===== config.mk =====
export PLATFORM = sky130hd
export DESIGN_NAME = dreg_decouple_flat
export DESIGN_NICKNAME = d
export VERILOG_FILES = /design/src/rtl/dreg_decouple_if.sv /design/src/rtl/dreg_decouple.sv /design/src/flat_wrapper.sv
export SDC_FILE = /design/constraint.sdc
export NUM_CORES = 1
export LEC_CHECK = 0
export ABC_AREA = 1
export ABC_CLOCK_PERIOD_IN_PS = 1850
export BUFFER_PORTS_ARGS = -buffer_cell sky130_fd_sc_hd__buf_2
export CORE_AREA = 2 2 77 79
export CTS_CLUSTER_DIAMETER = 200
export CTS_CLUSTER_SIZE = 12
export DETAILED_ROUTE_END_ITERATION = 7
export DIE_AREA = 0 0 79 81
export PLACE_DENSITY_LB_ADDON = 0.2
export SKIP_CTS_REPAIR_TIMING = 1
export SYNTH_ARGS = -nofsm -noshare
export SYNTH_HDL_FRONTEND = slang
export SYNTH_SLANG_ARGS = --single-unit
export TNS_END_PERCENT = 20

===== constraint.sdc =====
create_clock -name clk -period 1.85 [get_ports clk]
set_input_delay 0.37 -clock clk [delete_from_list [all_inputs] [get_ports clk]]
set_output_delay 0.37 -clock clk [all_outputs]
set_load 0.01 [all_outputs]

===== src/rtl/dreg_decouple_if.sv =====
// Valid/ready channel carrying a DW-bit payload.
// master drives data/valid, slave drives ready.
interface dreg_decouple_if #(
   parameter int unsigned DW = 16
) ();

   logic [DW-1:0] data;
   logic          valid;
   logic          ready;

   modport master (output data, output valid, input ready);
   modport slave  (input data, input valid, output ready);

endinterface


===== src/rtl/dreg_decouple.sv =====
// Ready-path decoupler: register-file FIFO whose din.ready comes only from a flop,
// so the consumer's ready never reaches the producer combinationally.
module dreg_decouple #(
   parameter int unsigned DIN   = 16,
   parameter int unsigned DEPTH = 2
) (
   input  logic                       clk,
   input  logic                       rst,
   dreg_decouple_if.slave             din,
   dreg_decouple_if.master            dout,
   output logic [$clog2(DEPTH+1)-1:0] count
);

   localparam int unsigned AW = $clog2(DEPTH);
   localparam int unsigned PW = AW + 1;
   localparam int unsigned CW = $clog2(DEPTH + 1);

   logic [DIN-1:0] mem_q [DEPTH];
   logic [PW-1:0]  rd_ptr_q, rd_ptr_d;
   logic [PW-1:0]  wr_ptr_q, wr_ptr_d;
   logic [CW-1:0]  count_q, count_d;
   logic           ready_q, ready_d;
   logic           empty, full;
   logic           wr_en, rd_en;

   // The MSB of each pointer is the wrap bit that separates full from empty.
   assign empty = (rd_ptr_q == wr_ptr_q);
   assign full  = (rd_ptr_q[AW-1:0] == wr_ptr_q[AW-1:0]) && (rd_ptr_q[AW] != wr_ptr_q[AW]);

   assign wr_en = din.valid & ready_q & ~full;
   assign rd_en = ~empty & dout.ready;

   always_comb begin
      rd_ptr_d = rd_ptr_q;
      wr_ptr_d = wr_ptr_q;
      count_d  = count_q;
      if (wr_en) begin
         wr_ptr_d = wr_ptr_q + PW'(1);
      end
      if (rd_en) begin
         rd_ptr_d = rd_ptr_q + PW'(1);
      end
      if (wr_en && !rd_en) begin
         count_d = count_q + CW'(1);
      end else if (rd_en && !wr_en) begin
         count_d = count_q - CW'(1);
      end
      // Registered ready: a read while full frees space only from the next cycle.
      ready_d = (count_d != CW'(DEPTH));
   end

   always_ff @(posedge clk or negedge rst) begin
      if (!rst) begin
         rd_ptr_q <= '0;
         wr_ptr_q <= '0;
         count_q  <= '0;
         ready_q  <= 1'b0;
      end else begin
         rd_ptr_q <= rd_ptr_d;
         wr_ptr_q <= wr_ptr_d;
         count_q  <= count_d;
         ready_q  <= ready_d;
      end
   end

   // Storage is intentionally not reset; pointers alone define validity.
   always_ff @(posedge clk) begin
      if (wr_en) begin
         mem_q[wr_ptr_q[AW-1:0]] <= din.data;
      end
   end

   assign din.ready  = ready_q;
   assign dout.valid = ~empty;
   assign dout.data  = mem_q[rd_ptr_q[AW-1:0]];
   assign count      = count_q;

endmodule


===== src/flat_wrapper.sv =====
// flat-port wrapper written by rule: the top's interface ports become plain ports
module dreg_decouple_flat 
#(
   parameter int unsigned DIN   = 16,
   parameter int unsigned DEPTH = 2
)
  (clk, rst, count, din_data, din_valid, din_ready, dout_data, dout_valid, dout_ready);
  dreg_decouple_if #(.DW((16))) din_i ();
  dreg_decouple_if #(.DW((16))) dout_i ();
  input  logic clk;
  input  logic rst;
  output logic [$clog2(DEPTH+1)-1:0] count;
  input wire logic [$bits(din_i.data)-1:0] din_data;
  input wire logic [$bits(din_i.valid)-1:0] din_valid;
  output wire logic [$bits(din_i.ready)-1:0] din_ready;
  output wire logic [$bits(dout_i.data)-1:0] dout_data;
  output wire logic [$bits(dout_i.valid)-1:0] dout_valid;
  input wire logic [$bits(dout_i.ready)-1:0] dout_ready;
  assign din_i.data = din_data;
  assign din_i.valid = din_valid;
  assign din_ready = din_i.ready;
  assign dout_data = dout_i.data;
  assign dout_valid = dout_i.valid;
  assign dout_i.ready = dout_ready;
  dreg_decouple #(.DIN(DIN), .DEPTH(DEPTH)) u_core (.clk(clk), .rst(rst), .din(din_i), .dout(dout_i), .count(count));
endmodule

==> metrics.csv, run 1 <==
stage;metric;value;unit
sta;clk_skew;0.00873;ns
critical_path;cells on worst reg2reg path;7;
sta;Slew Limit Headroom;0.844;
power;maximum VDD drop;578;µV
global_route;Total GRT Usage;0.102;
critical_path;critical path launch point type;flip-flop;
status;outcome;finished clean;
job;Max-Cap Viols;0;
critical_path;Worst EP arrival;1.30;ns
synthesis;post-synthesis register bit count;39;
drt;Vias;1032;
clocking;Num CTS Buffers;5;
synthesis;number of synthesized flops with an enable pin;32;
sta;setup_tns;0;ns
power;Overall Power;0.00336;W
drt;DR vias/cell;3.97;
clocking;clock latency on the worst-skew pair;0.29;ns
placed_design;Detailed Place HPWL;2300;µm
cells_and_area;multi-input combinational cell area;434;µm²
sta;final period utilization;0.904;
critical_path;WS Path Type;flip-flop to output port;
synthesis;Synth Area in Compound Gates;0.0131;
sta;Fmax;598;MHz
drt;DR iter-0 viols;72;
sta;final setup vio count;0;
drt;drt total wl;3070;µm
synthesis;Synth async-reset ratio;0.179;
drt;Post-DRT Antenna Nets;0;
cells_and_area;Layout area overhead;25.3;%
clocking;CTS H-tree depth;2;
cells_and_area;final core occ;0.359;
cells_and_area;# fillers;583;
clocking;CTS max path bufs;2;
placed_design;Final GP Congestion;0.648;
cells_and_area;ANT cells;0;
clocking;clock sinks;39;
synthesis;Yosys warning total;0;
synthesis;Seq/Total Area, Yosys;0.698;
critical_path;crit end category;output port;
critical_path;Reg2Reg Setup Slack;0.26;ns
worst_hold_path;Worst Hold Class;input port to flip-flop;
critical_path;CP startpoint;u_core.rd_ptr_q[0]$_DFFE_PN0P_;
global_route;antenna violations before repair;0;
synthesis;count leader, synth;nand2_1;
sta;Worst-Margin Slew;0.233;ns
global_route;first-pass GRT wire length;4910;µm
sta;unrepaired setup endpoints after global routing;false;
synthesis;post-synthesis adder-cell area fraction;0;
synthesis;combinational family with the most area after synthesis;simple AND/OR/NAND/NOR gates;
die;row count;28;
clocking;clock slew at reported path FFs;0.08;ns
synthesis;Post-synth top flop;edfxtp_1;
synthesis;largest cells by area after synthesis;edfxtp_1, nand2_1, dfrtp_1;
synthesis;mux contribution to synthesized area;0;
die;IO Pins;40;
cells_and_area;share of cells above drive strength 1;0.389;
synthesis;syn nets;156;
clocking;CTS root buf;clkbuf_8;
global_route;pin count of the biggest net entering global routing;19;
drt;WL/cell;11.8;µm
cells_and_area;layout net count;204;
clocking;CTS tree;done;
power;Pwr Density;1650;nW/µm²
worst_hold_path;worst hold endpoint;u_core.mem_q[1][11]$_DFFE_PP_;
cells_and_area;FF+latch area;1140;µm²
critical_path;Reg-to-Reg End;u_core.mem_q[1][9]$_DFFE_PP_;
drt;DRC Markers;0;
power;Leakage Power;0.919;nW
drt;First-pass DRT Iterations;4;
global_route;vias in the first global route;1045;
die;Die Y;81;µm
synthesis;Mapped Area;1630;µm²
critical_path;Reg-to-Reg Start;u_core.rd_ptr_q[0]$_DFFE_PN0P_;
die;die area;6400;µm²
synthesis;largest area contributor in the synthesized netlist;edfxtp_1;
sta;Tmin final;1.67;ns
critical_path;worst path required time;1.48;ns
die;Die X;79;µm
worst_hold_path;Hold Crit Start;din_data[11];
die;Initial Util;0.287;
synthesis;Synth Area per Inst;12.0;µm²
synthesis;Syn Inst Count;136;
sta;Final Hold Fails;0;
synthesis;xor and xnor area share after synthesis;0.0161;
synthesis;Synth top cells by count;nand2_1, edfxtp_1, dfrtp_1, nand2_4;
synthesis;Synth cell types;18;
sta;Final Max Slew Viols;0;
placed_design;Port-buffer cells;39;
die;CORE AREA;5680;µm²
worst_hold_path;Hold Crit Depth;1;
synthesis;Synth Area in Simple Gates;0.236;
global_route;Congestion Overflow GR;0;
critical_path;crit path max fanout;18;
synthesis;area share of the largest cell type after synthesis;0.590;
-- cell families (layout without fill, tap and decap cells) --
family	Yosys count	after routing
AND/OR/NAND/NOR	80	80
flip-flops	39	39
buffers and inverters	12	61
XOR/XNOR	3	3
AO/OA/AOI/OAI	2	2
-- registers in the layout, indices dropped and copies added (netlist names) --
register,flops
u_core.wr_ptr_q,2
u_core.rd_ptr_q,2
u_core.din.ready,1
u_core.mem_q,32
u_core.count,2
-- layer usage --
metal | up-vias | global-route usage | part of all wire
li1 | 530 | - | -
met1 | 464 | 0.122 | 0.44
met2 | 33 | 0.164 | 0.46
met3 | 5 | 0.0389 | 0.078
met4 | 0 | 0.0466 | 0.016
met5 | - | 0 | 0
-- how the worst max path moves through the flow --
stage               depth (start not counted)                      endpoint  slack [ns]
floorplan                                   6  u_core.mem_q[0][0]$_DFFE_PP_        0.23
global placement                            7  u_core.mem_q[1][1]$_DFFE_PP_        0.19
detailed placement                          7  u_core.mem_q[1][1]$_DFFE_PP_        0.13
CTS                                         4                  dout_data[3]        0.05
global route                                4                  dout_data[3]        0.08
finish                                      5                    dout_valid        0.18
-- critical path, cell delays in order (launching register included) --
cell	delay, ns
dfrtp_2	0.49
inv_8	0.15
nand2_4	0.06
nand2_4	0.10
nand2_4	0.07
buf_2	0.14
-- where the power goes --
group          switching, W  total (W)  internal, W
registers          0.000144    0.00138      0.00124
clock network      0.000279   0.000542     0.000263
logic              0.000903    0.00144     0.000539
-- layout by cell type, fill, tap and decap left out, drive strengths merged --
cell	synthesis	final
edfxtp	32	32
a21oi	2	2
clkbuf	2	6
inv	9	9
nand2	71	71
clkinvlp	0	1
xor2	3	3
buf	1	43
nand3	3	3
nor2	6	6
dlygate4sd3	0	1
clkinv	0	1
dfrtp	7	7
-- through the flow --
stage / std cells / cell area, µm² / hold WS (ns) / worst slack, ns
after detailed placement: 251 / 1940 / 0.221 / 0.128
after global routing: 260 / 2040 / 0.259 / 0.0829
after CTS: 259 / 2030 / -0.0975 / 0.0478
final: 260 / 2040 / 0.269 / 0.178
after floorplan: 136 / 1630 / 0.0744 / 0.226
after global placement: 251 / 1940 / 0.215 / 0.192
-- final cells by class --
cell class,instances,area share
Tap cell,75,0.0460
Timing Repair Buffer,44,0.121
Clock inverter,2,0.00613
Multi-Input combinational cell,85,0.213
Inverter,9,0.0202
Clock buffer,6,0.0356
Sequential cell,39,0.558
Power figures use the tool's default switching activity.
==> run 2, diff against run 1 <==
- CORE_AREA: 2 2 77 79 -> 2 2 89 69
- DIE_AREA: 0 0 79 81 -> 0 0 91 71
==> metrics.csv, run 2 (synthesis results as in run 1) <==
stage;metric;value;unit;change
sta;clk_skew;0.00644;ns;-0.00229 ns
cells_and_area;commonest non-fill, non-tap cell in the layout;nand2_1;;
status;outcome;finished clean;;
global_route;met2 Usage GRT;0.178;;+0.0134
drt;DR vias/cell;3.99;;+0.59%
cells_and_area;Post-Layout Cell Count;265;;+1.9%
drt;WL/cell;11.5;µm;-2.5%
global_route;Total GRT Usage;0.104;;+0.00235
global_route;vias in the first global route;1086;;+3.9%
sta;final setup vio count;0;;unchanged
cells_and_area;ANT cells;0;;unchanged
drt;Post-DRT Antenna Nets;0;;unchanged
global_route;met1 Use GR;0.114;;-0.00803
die;IO Pins;40;;unchanged
critical_path;Worst EP arrival;1.69;ns;+0.39 ns
die;row count;24;;-14%
critical_path;critical path launch point type;flip-flop;;
cells_and_area;Largest register FFs;32;;unchanged
sta;Slew Limit Headroom;0.790;;-0.0547
global_route;pin count of the biggest net entering global routing;19;;unchanged
cells_and_area;layout net count;206;;+0.98%
die;CORE AREA;5650;µm²;-0.53%
critical_path;cell repeated most along the worst path;nand2_4;;
placed_design;Port-buffer cells;39;;unchanged
clocking;CTS H-tree depth;2;;unchanged
drt;drt total wl;3050;µm;-0.59%
sta;Final Hold Fails;0;;unchanged
clocking;clock slew at reported path FFs;0.07;ns;about the same
sta;Tmin final;1.69;ns;+0.0164 ns
critical_path;WS Path Type;flip-flop to flip-flop;;
critical_path;Reg2Reg Setup Slack;0.16;ns;-0.10 ns
placed_design;dpl ws;0.164;ns;+0.0358 ns
critical_path;largest stage delay on the critical path;0.50;ns;about the same
sta;setup_tns;0;ns;unchanged
critical_path;Slowest-stage cell, CP;dfrtp_1;;
cells_and_area;Layout area overhead;25.3;%;unchanged
die;die area;6460;µm²;+0.97%
sta;final period utilization;0.912;;+0.00884
placed_design;placed insts;256;;+2.0%
global_route;gr busiest metal;met2;;
sta;Fmax;592;MHz;-0.97%
placed_design;Detailed Place HPWL;2330;µm;+1.3%
job;Max-Cap Viols;0;;unchanged
drt;First-pass DRT Iterations;4;;unchanged
critical_path;crit path max fanout;18;;unchanged
cells_and_area;share of cells above drive strength 1;0.380;;-0.00951
worst_hold_path;Worst Hold Class;input port to flip-flop;;
sta;hold slack final;0.264;ns;-0.00587 ns
clocking;Num CTS Buffers;5;;unchanged
power;maximum VDD drop;373;µV;-35%
critical_path;worst path bufs/invs;2;;unchanged
sta;Worst-Margin Slew;0.315;ns;+0.0822 ns
critical_path;crit end category;flip-flop;;
sta;Final Max Slew Viols;0;;unchanged
die;Die X;91;µm;+15%
critical_path;worst path required time;1.86;ns;+0.38 ns
cells_and_area;# fillers;593;;+1.7%
power;Pwr Density;1650;nW/µm²;-0.18%
placed_design;Final GP Congestion;0.789;;+22%
global_route;Congestion Overflow GR;0;;unchanged
sta;unrepaired setup endpoints after global routing;false;;
clocking;CTS max path bufs;2;;unchanged
die;Die Y;71;µm;-12%
clocking;clock sinks;39;;unchanged
sta;Final WS setup;0.162;ns;-0.0164 ns
cells_and_area;most frequent cells in the layout;nand2_1, buf_2, edfxtp_1;;
critical_path;critical path's top delay family;simple AND/OR/NAND/NOR gates;;
clocking;CTS tree;done;;
global_route;GR met3 Demand/Resource;0.0405;;+0.00158
global_route;antenna violations before repair;0;;unchanged
clocking;CTS root buf;clkbuf_8;;
critical_path;CP Cell Sequence;inv_8 -> nand2_4 -> nand2_4 -> nand2_4 -> nand2_4 -> nor2_2 -> buf_4;;
drt;DRC Markers;0;;unchanged
drt;Vias;1058;;+2.5%
clocking;clock latency on the worst-skew pair;0.29;ns;about the same
cells_and_area;final core occ;0.361;;+0.00191
power;Leakage Power;0.926;nW;+0.72%
die;Initial Util;0.288;;+0.00153
drt;DR iter-0 viols;23;;-68%
global_route;first-pass GRT wire length;5040;µm;+2.7%
[run 2: cell count changes in the layout (fill, tap and decap cells not counted)]
cell	previous run	this run
clkinv_2	1	0
clkinvlp_4	1	0
dfrtp_1	6	7
clkinv_1	0	2
buf_12	1	0
buf_4	3	6
dfrtp_2	1	0
[run 2: report_power, final]
part	switching (W)	internal, W
clock network	0.000280	0.000257
logic	0.000916	0.000541
registers	0.000131	0.00123
[run 2: routing by layer]
layer / part of all wire / vias to the layer above
li1: - / 536
met1: 0.40 / 499
met2: 0.54 / 19
met3: 0.036 / 4
met4: 0.020 / 0
met5: 0 / -
[run 2: worst register-to-register path, stage by stage, from the launching register on]
cell and delay (ns):
dfrtp_1 0.50, inv_8 0.11, nand2_4 0.08, nand2_4 0.07, nand2_4 0.09, nand2_4 0.08, nor2_2 0.27, buf_4 0.22
[run 2: final cells by class]
class                   count  area [µm²]  share of cell area
clock buffers               6        72.6              0.0356
well taps                  78        97.6              0.0479
inverters                   9        41.3              0.0202
flip-flops and latches     39        1140               0.557
multi-input cells          85         434               0.213
clock inverters             2        7.51             0.00368
repair buffers             46         250               0.123
[run 2: path summary, 6_finish.rpt]
check,start,endpoint,cells past startpoint
max,u_core.rd_ptr_q[0]$_DFFE_PN0P_,u_core.mem_q[0][6]$_DFFE_PP_,7
min,din_data[8],u_core.mem_q[1][8]$_DFFE_PP_,1
max reg2reg,u_core.rd_ptr_q[0]$_DFFE_PN0P_,u_core.mem_q[0][6]$_DFFE_PP_,7
min reg2reg,u_core.wr_ptr_q[1]$_DFFE_PN0N_,u_core.wr_ptr_q[1]$_DFFE_PN0N_,1
max in group asynchronous,rst,u_core.wr_ptr_q[0]$_DFFE_PN0N_,2
min in group asynchronous,rst,u_core.rd_ptr_q[1]$_DFFE_PN0P_,2
[run 2: stage by stage]
step           area [µm²]  total power (W)
2_1_floorplan        1630          0.00238
4_1_cts              2030          0.00343
3_5_place_dp         1950          0.00288
3_3_place_gp         1950          0.00284
5_1_grt              2040          0.00364
6_report             2040          0.00336
==> run 3, diff against run 2 <==
- ABC_CLOCK_PERIOD_IN_PS: 1850 -> 1400
- CAP_MARGIN: not set -> 20
- GPL_TIMING_DRIVEN: not set -> 0
- clock period: 1.85 -> 1.4 ns (I/O delays scaled with it)
==> metrics.csv, run 3 (synthesis results as in run 1) <==
stage;metric;value;unit;change
cells_and_area;final core occ;0.398;;+0.0366
sta;Final Hold Fails;0;;unchanged
cells_and_area;Layout area overhead;38.0;%;
die;die area;6460;µm²;unchanged
sta;Slew Limit Headroom;0.860;;+0.0707
placed_design;placed insts;253;;-1.2%
die;CORE AREA;5650;µm²;unchanged
status;outcome;complete, but fails checks;;
cells_and_area;Post-Layout Cell Count;274;;+3.4%
sta;final setup vio count;50;;+50
sta;Final WS setup;-0.141;ns;-0.303 ns
sta;Tmin final;1.54;ns;
drt;Post-DRT Antenna Nets;0;;unchanged
critical_path;Reg-to-Reg Start;u_core.rd_ptr_q[0]$_DFFE_PN0P_;;
die;Die X;91;µm;unchanged
job;Max-Cap Viols;0;;unchanged
clocking;CTS H-tree depth;2;;unchanged
placed_design;Port-buffer cells;39;;unchanged
critical_path;crit path max fanout;6;;-12
global_route;antenna violations before repair;0;;unchanged
power;Pwr Density;2240;nW/µm²;+36%
cells_and_area;Final Cell Area;2250;µm²;+10%
sta;Fmax;649;MHz;
placed_design;Final GP Congestion;0.652;;-17%
sta;clk_skew;0.00653;ns;+0.0000845 ns
global_route;vias in the first global route;982;;-9.6%
sta;unrepaired setup endpoints after global routing;true;;
global_route;pin count of the biggest net entering global routing;19;;unchanged
critical_path;WS Path Type;flip-flop to output port;;
clocking;Num CTS Buffers;5;;unchanged
clocking;CTS max path bufs;2;;unchanged
placed_design;Post-Place Cell Area;1930;µm²;-1.1%
clocking;CTS root buf;clkbuf_8;;
drt;First-pass DRT Iterations;3;;-1
drt;DRC Markers;0;;unchanged
cells_and_area;commonest non-fill, non-tap cell in the layout;nand2_1;;
clocking;clock sinks;39;;unchanged
clocking;CTS tree;done;;
placed_design;Detailed Place HPWL;2040;µm;-12%
die;IO Pins;40;;unchanged
global_route;Congestion Overflow GR;0;;unchanged
critical_path;crit end category;output port;;
power;Leakage Power;1.01;nW;+9.1%
critical_path;critical path launch point type;flip-flop;;
cells_and_area;most frequent cells in the layout;nand2_1, buf_2, edfxtp_1;;
cells_and_area;Largest register FFs;32;;unchanged
drt;Vias;1084;;+2.5%
critical_path;Worst EP arrival;1.26;ns;-0.43 ns
drt;drt total wl;3080;µm;+0.95%
global_route;first-pass GRT wire length;4620;µm;-8.4%
die;row count;24;;unchanged
critical_path;CP startpoint;u_core.rd_ptr_q[0]$_DFFE_PN0P_;;
drt;DR vias/cell;3.96;;-0.91%
critical_path;worst path required time;1.12;ns;-0.74 ns
clocking;clock latency on the worst-skew pair;0.28;ns;about the same
cells_and_area;share of cells above drive strength 1;0.459;;+0.0795
global_route;Total GRT Usage;0.0961;;-0.00828
die;Die Y;71;µm;unchanged
worst_hold_path;Hold Crit Start;din_data[4];;
sta;final period utilization;1.10;;
cells_and_area;ANT cells;0;;unchanged
status;violations in the final reports;setup timing;;
die;Initial Util;0.288;;unchanged
cells_and_area;layout net count;215;;+4.4%
worst_hold_path;Worst Hold Class;input port to flip-flop;;
drt;DR iter-0 viols;52;;+130%
sta;Worst-Margin Slew;0.209;ns;-0.106 ns
sta;Final Max Slew Viols;0;;unchanged
clocking;clock slew at reported path FFs;0.07;ns;about the same
drt;WL/cell;11.2;µm;-2.4%
power;Overall Power;0.00503;W;+50%
power;maximum VDD drop;560;µV;+50%
run 3: cell count changes in the layout (fill, tap and decap cells not counted), sizes merged:
cell | before | now
buf | 45 | 51
clkbuf | 6 | 10
clkinv | 2 | 1
run 3: metal layers:
| metal | track usage | up-vias | wire length (µm) |
|---|---|---|---|
| met5 | 0 | - | 0 |
| li1 | - | 557 | - |
| met2 | 0.156 | 18 | 1530 |
| met1 | 0.113 | 502 | 1370 |
| met4 | 0.0556 | 0 | 75 |
| met3 | 0.0319 | 7 | 107 |
run 3: stage by stage:
stage	hold WS (ns)	setup WS, ns	setup TNS [ns]
6_report	0.186	-0.141	-5.04
5_1_grt	0.167	-0.223	-8.81
4_1_cts	-0.181	-0.524	-15.94
3_5_place_dp	0.127	-0.309	-11.89
3_3_place_gp	0.129	-0.308	-11.58
2_1_floorplan	-0.0156	-0.0769	-1.88
run 3: report_power, final:
group / internal [W] / switching (W)
sequential: 0.00163 / 0.000154
combinational: 0.00115 / 0.00140
clock: 0.000353 / 0.000338
run 3: final timing paths:
check | depth (start not counted) | endpoint | slack [ns]
min in group asynchronous | 2 | u_core.count[0]$_DFF_PN0_ | 0.36
max in group asynchronous | 2 | u_core.rd_ptr_q[0]$_DFFE_PN0P_ | 0.88
min | 1 | u_core.mem_q[1][4]$_DFFE_PP_ | 0.19
min reg2reg | 1 | u_core.wr_ptr_q[1]$_DFFE_PN0N_ | 0.51
max reg2reg | 8 | u_core.mem_q[1][9]$_DFFE_PP_ | -0.10
max | 6 | dout_data[6] | -0.14
run 3: layout make-up:
class,count,area [µm²]
Fill cell,579,3400
Sequential cell,39,1140
Multi-Input combinational cell,85,469
Timing Repair Buffer,51,367
Tap cell,78,97.6
Clock buffer,8,80.1
Inverter,9,46.3
Buffer,3,41.3
Timing Repair inverter,1,8.76
run 3: worst max-delay path, cell delays in order, from the launching register on:
cell and delay, ns:
dfrtp_1 0.38, buf_8 0.15, clkinv_8 0.07, clkbuf_16 0.16
nand2_1 0.05, nand2_1 0.04, buf_2 0.13
